[config.mk]
export PLATFORM = sky130hd
export DESIGN_NAME = lbist_misr_ora
export DESIGN_NICKNAME = d
export VERILOG_FILES = /design/src/rtl/lbist_misr_ora.sv
export SDC_FILE = /design/constraint.sdc
export NUM_CORES = 1
export LEC_CHECK = 0
export BUFFER_PORTS_ARGS = -buffer_cell sky130_fd_sc_hd__buf_2
export CORE_AREA = 4 4 128 130
export DETAILED_ROUTE_END_ITERATION = 10
export DIE_AREA = 0 0 132 134
export PLACE_DENSITY = 0.67
export SYNTH_ARGS = -nofsm -noshare
export SYNTH_HDL_FRONTEND = slang
export SYNTH_SLANG_ARGS = --single-unit
[constraint.sdc]
create_clock -name clk -period 1.7 [get_ports clk]
set_input_delay 0.34 -clock clk [delete_from_list [all_inputs] [get_ports clk]]
set_output_delay 0.34 -clock clk [all_outputs]
set_load 0.005 [all_outputs]
[src/rtl/lbist_misr_ora.sv]
// LBIST output response analyzer: folds scan-chain and primary-output data
// into a 32-bit Galois MISR over a fixed number of capture cycles, then
// compares the final signature against a golden value.
module lbist_misr_ora #(
  parameter int                SC_W     = 7,
  parameter int                PO_W     = 256,
  parameter int                MISR_W   = 32,
  parameter logic [MISR_W-1:0] POLY     = 32'h04C11DB7,
  parameter logic [MISR_W-1:0] SEED     = 32'h00000000,
  parameter logic [15:0]       PATTERNS = 16'd1024
) (
  input  logic              clk,
  input  logic              rst,
  input  logic              start,
  input  logic              en,
  input  logic [SC_W-1:0]   sc_din,
  input  logic [PO_W-1:0]   po_din,
  input  logic [MISR_W-1:0] golden,
  output logic              busy,
  output logic              done,
  output logic              pass,
  output logic [MISR_W-1:0] signature
);

  // Input vector is zero-padded up to a whole number of MISR-wide slices.
  localparam int IN_W     = SC_W + PO_W;
  localparam int N_SLICES = (IN_W + MISR_W - 1) / MISR_W;
  localparam int V_W      = N_SLICES * MISR_W;

  typedef enum logic [1:0] {
    ST_IDLE,
    ST_RUN,
    ST_CHECK,
    ST_DONE
  } state_t;

  state_t              state;
  state_t              state_next;
  logic [MISR_W-1:0]   misr;
  logic [MISR_W-1:0]   misr_next;
  logic [MISR_W-1:0]   fold;
  logic [V_W-1:0]      v;
  logic [15:0]         cnt;
  logic                pass_r;
  logic                load;
  logic                update;
  logic                compare;
  logic                last;

  // Fold the padded input vector into one MISR-wide word by XOR of slices.
  always_comb begin
    v                 = '0;
    v[IN_W-1:0]       = {po_din, sc_din};
    fold              = '0;
    for (int s = 0; s < N_SLICES; s++) begin
      fold = fold ^ v[s*MISR_W +: MISR_W];
    end
  end

  // Galois MISR step: shift left, apply feedback on the outgoing MSB, inject fold.
  always_comb begin
    misr_next = {misr[MISR_W-2:0], 1'b0} ^ (misr[MISR_W-1] ? POLY : '0) ^ fold;
  end

  assign last = (cnt == PATTERNS - 16'd1);

  // State register; rst wins over any simultaneous start.
  always_ff @(posedge clk) begin
    // NOTE: sequential state uses non-blocking assignments so every register
    // samples the pre-edge values, independent of statement order.
    if (rst) begin
      state <= ST_IDLE;
    end else begin
      state <= state_next;
    end
  end

  // Next-state and datapath control decode.
  always_comb begin
    // NOTE: every output of this block gets a default first, so no path
    // through the case leaves a signal unassigned and infers a latch.
    state_next = state;
    load       = 1'b0;
    update     = 1'b0;
    compare    = 1'b0;
    unique case (state)
      ST_IDLE: begin
        if (start) begin
          load       = 1'b1;
          state_next = ST_RUN;
        end
      end
      ST_RUN: begin
        if (en) begin
          update = 1'b1;
          if (last) state_next = ST_CHECK;
        end
      end
      ST_CHECK: begin
        compare    = 1'b1;
        state_next = ST_DONE;
      end
      ST_DONE: begin
        if (start) begin
          load       = 1'b1;
          state_next = ST_RUN;
        end
      end
      default: state_next = ST_IDLE;
    endcase
  end

  // Signature register, capture counter and latched compare result.
  always_ff @(posedge clk) begin
    if (rst) begin
      misr   <= '0;
      cnt    <= '0;
      pass_r <= 1'b0;
    end else if (load) begin
      misr   <= SEED;
      cnt    <= '0;
      pass_r <= 1'b0;
    end else if (update) begin
      misr   <= misr_next;
      cnt    <= cnt + 16'd1;
    end else if (compare) begin
      pass_r <= (misr == golden);
    end
  end

  assign busy      = (state == ST_RUN) || (state == ST_CHECK);
  assign done      = (state == ST_DONE);
  assign pass      = done && pass_r;
  assign signature = misr;

endmodule

### Yosys cells after proc, flatten, opt, wreduce, memory -nomap -nowiden

Index checks and enable logic that the tools add are counted.

| word-level totals | value |
|---|---|
| input bits | 299 |
| bits in registers | 51 |
| word-level logic and storage cells | 41 |

| cells by class | value |
|---|---|
| bitwise logic cells | 11 |
| add/subtract/negate cells | 1 |
| eq/ne operators | 8 |
| mux-type cells | 10 |
| reductions and logical operators | 7 |

Operators by type and width:

| cell | number |
|---|---|
| $xor 32x32->32 | 8 |
| $eq 32x32->1 | 1 |
| $xor 32x27->32 | 1 |
| $xor 32x7->32 | 1 |
| $mux 27 | 1 |
| $add 16x1->16 const B | 1 |
| $eq 16x10->1 const B | 1 |
| $mux 2 | 3 |
| $pmux 2 s3 | 1 |
| $mux 1 | 5 |
| $eq 2x2->1 const B | 2 |
| $ne 2x2->1 const B | 2 |
| $reduce_or 2->1 | 2 |
| $reduce_and 3->1 | 1 |
| $eq 2x1->1 const B | 1 |
| $logic_not 2->1 | 1 |
| $ne 2x1->1 const B | 1 |
| $reduce_and 2->1 | 1 |
| $logic_and 1x1->1 | 1 |
| $logic_or 1x1->1 | 1 |
| $not 1->1 | 1 |

### Longest topological paths before layout

Gate-level depths: netlist (run 1).

| logic depth | value |
|---|---|
| word-level depth | 9 |
| mapped depth | 8 |

### Least setup slack after synthesis (run 1)

No wires, ideal clock.

| timing | value |
|---|---|
| path type | flip-flop to flip-flop |
| from | reg state[0] |
| to | reg cnt[10] |
| data arrival time | 1,481 ps |
| cell stages (with the launch flop) | 7 |
| path slack | 91 ps |
| path buffers | 2 |
| clock period less this slack | 1,609 ps |
| cells stage by stage | dfxtp_1 inv_1 ha_1 a21o_1 clkbuf_1 clkbuf_1 nor2_1 |

| on the way | value |
|---|---|
| longest elaborated chain between the ends | 4 |
| elaborated cells on any way between the ends | 7 |
| classes of those cells | eq/ne: 2; mux: 2; reduce/logical: 3 |

Ends and longest elaborated chain:

| what | RTL line | text |
|---|---|---|
| start, declared | 37 | `state_t state;` |
| start signal, assigned | 74 | `state <= state_next;` |
| $eq 2x2->1 / $logic_not 2->1 (equally long branches) | 86 | `unique case (state)` |
| $reduce_or 2->1 (no source line) | n/a |  |
| $mux 1 | n/a |  |
| $reduce_or 2->1 (no source line) | n/a |  |
| end signal, assigned | 125 | `cnt <= cnt + 16'd1;` |
| end, declared | 43 | `logic [15:0] cnt;` |

Parallel ways exist; a longest one is shown, timed or not.
A chain may end at the register's enable or synchronous reset.

### Final worst setup path (run 1)

| timing | value |
|---|---|
| from | reg state[0] |
| to | out busy |

| on the way | value |
|---|---|
| longest elaborated chain between the ends | 2 |
| elaborated cells on any way between the ends | 3 |
| classes of those cells | eq/ne: 2; reduce/logical: 1 |

Ends and longest elaborated chain:

| what | RTL line | text |
|---|---|---|
| $eq 2x1->1 / $eq 2x2->1 (equally long branches) | 131 | `assign busy = (state == ST_RUN) \|\| (state == ST_CHECK);` |
| $logic_or 1x1->1 (*) | 131 |  |
| end, declared | 19 | `output logic busy,` |

Every way passes the cells marked *; elsewhere a longest branch is shown, timed or not.

==> results_dict.tcl, run 1 <==
set metrics [dict create \
    status "complete, no violations" \
    finalNonFillerCells 1066 \
    syn_to_final_growth_pct 42.9 \
    cts_max_level 2 \
    track_usage_pct 17.0 \
    fmax_mhz 625 \
    grt_pass1_wl_mm 24.1 \
    grt_pass1_vias 4768 \
    finalHoldViolCount 0 \
    grt_max_degree 29 \
    clkSinkCount 51 \
    vias 4659 \
    power.total_mw 5.64 \
    finalCriticalPeriod_ns 1.60 \
    clk_latency_ns 0.29 \
    cts_buffer_depth 2 \
    drt_iter0_markers 149 \
    netlist.area_leader.share_pct 43.2 \
    cts_resized 0 \
    wire_per_inst_um 14.8 \
    ys_top_cells_by_area "xnor2_1, dfxtp_1, xnor3_1, xor2_1, nand2_1" \
    design_area_mm2 0.00701 \
    yosysWarnings 0 \
    slew_viol_final 0 \
    worstHoldStart "rst" \
    drive_above_1_share_pct 41.9 \
    post_cts_buffers 0 \
    ys_seq_elements 51 \
    crit_family "flip-flops" \
    core-area_mm2 0.0151 \
    initial_core_util_pct 32.4 \
    place_area_mm2 0.00685 \
    cp_common_cell "inv_1" \
    routed_wl_mm 15.8 \
    tightestPinTransition_ns 0.445 \
    postSynthCellCount 533 \
    syn_area_mm2 0.00490 \
    final_antenna_net_count 0 \
    globalRouteOverflowTotal 0 \
    setup_viol 0 \
    die_h_um 134 \
    max_cap_violations 0 \
    finalCritPeriodShare_pct 94.1 \
    pwr_density_cell_mw_per_mm2 805 \
    startpoint_type "flip-flop" \
    timing.rr.start "state[0]" \
    arrival_ns 1.26 \
    postCtsHoldBufs 0 \
    dp.cells 1058 \
    synth_edf_count 0 \
    vdd_drop_max_mv 0.308 \
    boundaryPins 334 \
    synth.most_common_cell "xnor2_1" \
    cts_made_buffers 5 \
    critPathRequiredTime_ns 1.36 \
    whs_ns 0.235 \
    syn_avg_cell_area_um2 9.20 \
    clkTransAtPathRegs_ns 0.07 \
    remaining_drc_errors 0 \
    yosys-top-cells-count "xnor2_1, dfxtp_1, nand2_1" \
    synth_nets 836 \
    crit_path_start "state[0]" \
    p_leak_nw 3.12 \
    nNetsFinal 1180 \
    worstHoldPathType "primary input to flip-flop" \
    hpwl_mm 13.8 \
    die_width_um 132 \
    cp_max_fo 4 \
    cpPeakStageDelay_ns 0.38 \
    yosysSeqAreaShare_pct 20.8 \
    synth_cell_types 34 \
    relSlewSlack_pct 70.0 \
    cpMaxStageDelayCell "dfxtp_1" \
    fp.dieArea_mm2 0.0177 \
    cts_root_buf "clkbuf_16" \
    antenna_found_initial 0 \
    cp-end-kind "output port" \
    synthArstFlopShare_pct 0 \
    worstPathCellList "inv_1, ha_1, inv_1, buf_2" \
    tns_ns 0 \
    gp_congestion 0.832 \
    viasPerCell 4.37 \
    firstDrtPassIters 4 \
    tritoncts "built" \
    critical_path_class "flip-flop to output port" \
    grt_setup_unrepaired "false" \
    port_buffers 333 \
    path_buf_inv 3 \
    rows 45 \
    dominantRegCellSynth "dfxtp_1" \
    synth.largest_area_cell "xnor2_1" \
    finClkSkew_ns 0.00614 \
    diodes 0 \
]
[kinds of logic (layout without fill, tap and decap cells)]
family / after synthesis / in the layout / share of synthesized area (%)
flip-flops: 51 / 51 / 20.8
adder cells (fa/ha/maj): 4 / 4 / 1.02
AO/OA/AOI/OAI: 44 / 44 / 5.28
XOR/XNOR: 301 / 301 / 59.4
buffers and inverters: 23 / 368 / 2.63
AND/OR/NAND/NOR: 110 / 110 / 10.8
[flip-flops by register name (all words and copies together) (netlist names)]
signal     cells
cnt           16
pass_r         1
signature     32
state          2
[area by class of cell]
class                      instances  area, um^2
clock inverter                     3        26.3
multi-input combinational        459        3750
clock buffer                       5         125
timing repair buffer             352        1810
sequential                        51        1020
fill                            1547        8140
inverter                           8        30.0
tap                              188         235
[path summary, 6_finish.rpt]
path / end / slack [ns] / cells past startpoint
worst max-delay path: busy / 0.1 / 4
worst min-delay path: state[1] / 0.24 / 2
worst max register to register: pass_r / 0.11 / 6
worst min register to register: signature[17] / 0.50 / 2
[placed cells by master (no fill, tap or decap), drive strengths merged, types with 4 or more instances in the layout]
cell type,n
nor4,6
xor2,39
clkbuf,5
xnor2,242
nand2,47
buf,352
nor2,28
ha,4
a211oi,12
nand3,5
inv,10
dfxtp,51
nor3,5
nand4,10
xnor3,20
o21ai,4
a21oi,25
[metal layers]
layer | wire [um] | GRT usage [%]
met4 | 122 | 2.45
met5 | 0 | 0
met1 | 6430 | 20.4
met3 | 1030 | 2.93
met2 | 8180 | 32.5
[through the flow]
stage | setup WS, ns | util [%]
finish | 0.0996 | 46.3
global route | 0.00575 | 46.3
CTS | 0.0813 | 46.2
detailed placement | 0.130 | 45.2
global placement | 0.107 | 45.2
floorplan | 0.0911 | -
[report_power, final]
group	switching (mW)	internal [mW]	leakage, nW
combinational	1.37	1.70	2.63
sequential	0.181	1.33	0.413
clock	0.499	0.561	0.0748
total	2.05	3.59	3.12
No activity file was read; power rests on OpenSTA's default activity.
==> run 2, diff against run 1 <==
--- a/config.mk
+++ b/config.mk
@@ -6,10 +6,11 @@
 export NUM_CORES = 1
 export LEC_CHECK = 0
 export BUFFER_PORTS_ARGS = -buffer_cell sky130_fd_sc_hd__buf_2
+export CAP_MARGIN = 20
 export CORE_AREA = 4 4 128 130
 export DETAILED_ROUTE_END_ITERATION = 10
 export DIE_AREA = 0 0 132 134
-export PLACE_DENSITY = 0.67
+export PLACE_DENSITY = 0.74
 export SYNTH_ARGS = -nofsm -noshare
 export SYNTH_HDL_FRONTEND = slang
 export SYNTH_SLANG_ARGS = --single-unit
==> results_dict.tcl, run 2 (synthesis results as in run 1) <==
set metrics [dict create \
    cp_max_fo 4 \
    cpMaxStageDelayCell "dfxtp_2" \
    dp_slack_ns 0.0733 \
    globalRouteOverflowTotal 0 \
    gp_congestion 0.881 \
    rr_endpoint "cnt[14]" \
    cts_max_level 2 \
    rows 45 \
    cp_common_cell "inv_1" \
    layout_common_cells "buf_2, xnor2_1, dfxtp_1" \
    core-area_mm2 0.0151 \
    clkSinkCount 51 \
    critPathRequiredTime_ns 1.36 \
    diodes 0 \
    crit_end "busy" \
    finalCritPeriodShare_pct 93.5 \
    cp.depth 4 \
    cts_buffer_depth 2 \
    cts_made_buffers 5 \
    globalRouteMet3Util_pct 2.93 \
    status "complete, no violations" \
    vdd_drop_max_mv 0.433 \
    boundaryPins 334 \
    hpwl_mm 14.1 \
    grt_setup_unrepaired "false" \
    fp.dieArea_mm2 0.0177 \
    max_cap_violations 0 \
    vias 4718 \
    reg2reg_slack_ns 0.14 \
    p_sw_mw 2.07 \
    power_frac_comb_pct 54.2 \
    critical_path_class "flip-flop to output port" \
    finalCriticalPeriod_ns 1.59 \
    relSlewSlack_pct 75.1 \
    routed_wl_mm 16.1 \
    crit_family "flip-flops" \
    power.total_mw 5.68 \
    finClkSkew_ns 0.00546 \
    port_buffers 333 \
    grt_busiest_layer "met2" \
    postCtsHoldBufs 0 \
    p_leak_nw 3.11 \
    final_antenna_net_count 0 \
    crit_path_start "state[0]" \
    die_width_um 132 \
    finalHoldViolCount 0 \
    tightestPinTransition_ns 0.371 \
    path_buf_inv 3 \
    gr-usage-met1_pct 19.8 \
    cpPeakStageDelay_ns 0.36 \
    layout_commonest_cell "buf_2" \
    largest_register_ffs 32 \
    pwr_density_cell_mw_per_mm2 810 \
    worstHoldPathType "primary input to flip-flop" \
    fin_util_pct 46.3 \
    power_frac_clock_pct 19.0 \
    grt_max_degree 33 \
    drt_iter0_markers 179 \
    clkTransAtPathRegs_ns 0.08 \
    timing.rr.start "state[1]" \
    rr_worst_depth 7 \
    cp-end-kind "output port" \
    tns_ns 0 \
    startpoint_type "flip-flop" \
    fmax_mhz 629 \
    slew_viol_final 0 \
    design_area_mm2 0.00702 \
    finalNonFillerCells 1064 \
    drive_above_1_share_pct 42.0 \
    place_area_mm2 0.00686 \
    cts_root_buf "clkbuf_16" \
    viasPerCell 4.43 \
    wire_per_inst_um 15.1 \
    clk_latency_ns 0.30 \
    worstPathCellList "inv_1, ha_1, inv_1, buf_2" \
    setup_viol 0 \
    arrival_ns 1.25 \
    grt_pass1_vias 4961 \
    setup_ws_ns 0.111 \
    tritoncts "built" \
    antenna_found_initial 0 \
    grt_pass1_wl_mm 24.4 \
    firstDrtPassIters 4 \
    track_usage_pct 17.4 \
    dp.cells 1056 \
    nNetsFinal 1178 \
    cts_resized 0 \
    remaining_drc_errors 0 \
    post_cts_buffers 0 \
    syn_to_final_growth_pct 43.1 \
    gr-usage-met2_pct 34.0 \
    whs_ns 0.226 \
    seqPwrFrac_pct 26.8 \
    switching_share_pct 36.4 \
    initial_core_util_pct 32.4 \
    intPower_mw 3.62 \
    die_h_um 134 \
]
==> run 2: worst reg2reg max path, delay by kind of cell (launching register included) <==
family / cells / cell delay, ns
fa+ha+maj: 1 / 0.15
buf+inv: 1 / 0.07
flops: 1 / 0.34
xor+xnor: 1 / 0.15
simple gates: 4 / 0.72
==> run 2: how the worst min path moves through the flow <==
| stage | from | to | slack (ns) | cells after the start |
|---|---|---|---|---|
| finish | rst | state[0] | 0.23 | 2 |
| global route | rst | state[1] | 0.23 | 2 |
| CTS | rst | state[1] | 0.22 | 2 |
| detailed placement | pass_r | pass_r | 0.48 | 2 |
| global placement | pass_r | pass_r | 0.49 | 2 |
| floorplan | rst | state[0] | 0.41 | 1 |
==> run 2: cell type report <==
cell class / instances / area, um^2
fill: 1498 / 8130
inverter: 8 / 30.0
sequential: 51 / 1020
multi-input combinational: 459 / 3750
clock buffer: 5 / 125
tap: 188 / 235
clock inverter: 3 / 27.5
timing repair buffer: 350 / 1820
==> run 2: per-layer routing <==
metal  part of all wire [%]  up-vias
met2                     53      216
met3                    8.1        7
met5                      0        -
met4                   0.85        0
li1                       -     2397
met1                     38     2098
==> run 2: power groups by stage <==
stage / Clock, mW / Combinational (mW) / Sequential, mW
CTS: 1.12 / 3.14 / 1.53
finish: 1.08 / 3.08 / 1.52
global placement: 0 / 3.09 / 1.55
floorplan: 0 / 2.09 / 1.52
detailed placement: 0 / 3.13 / 1.55
global route: 1.16 / 3.38 / 1.55
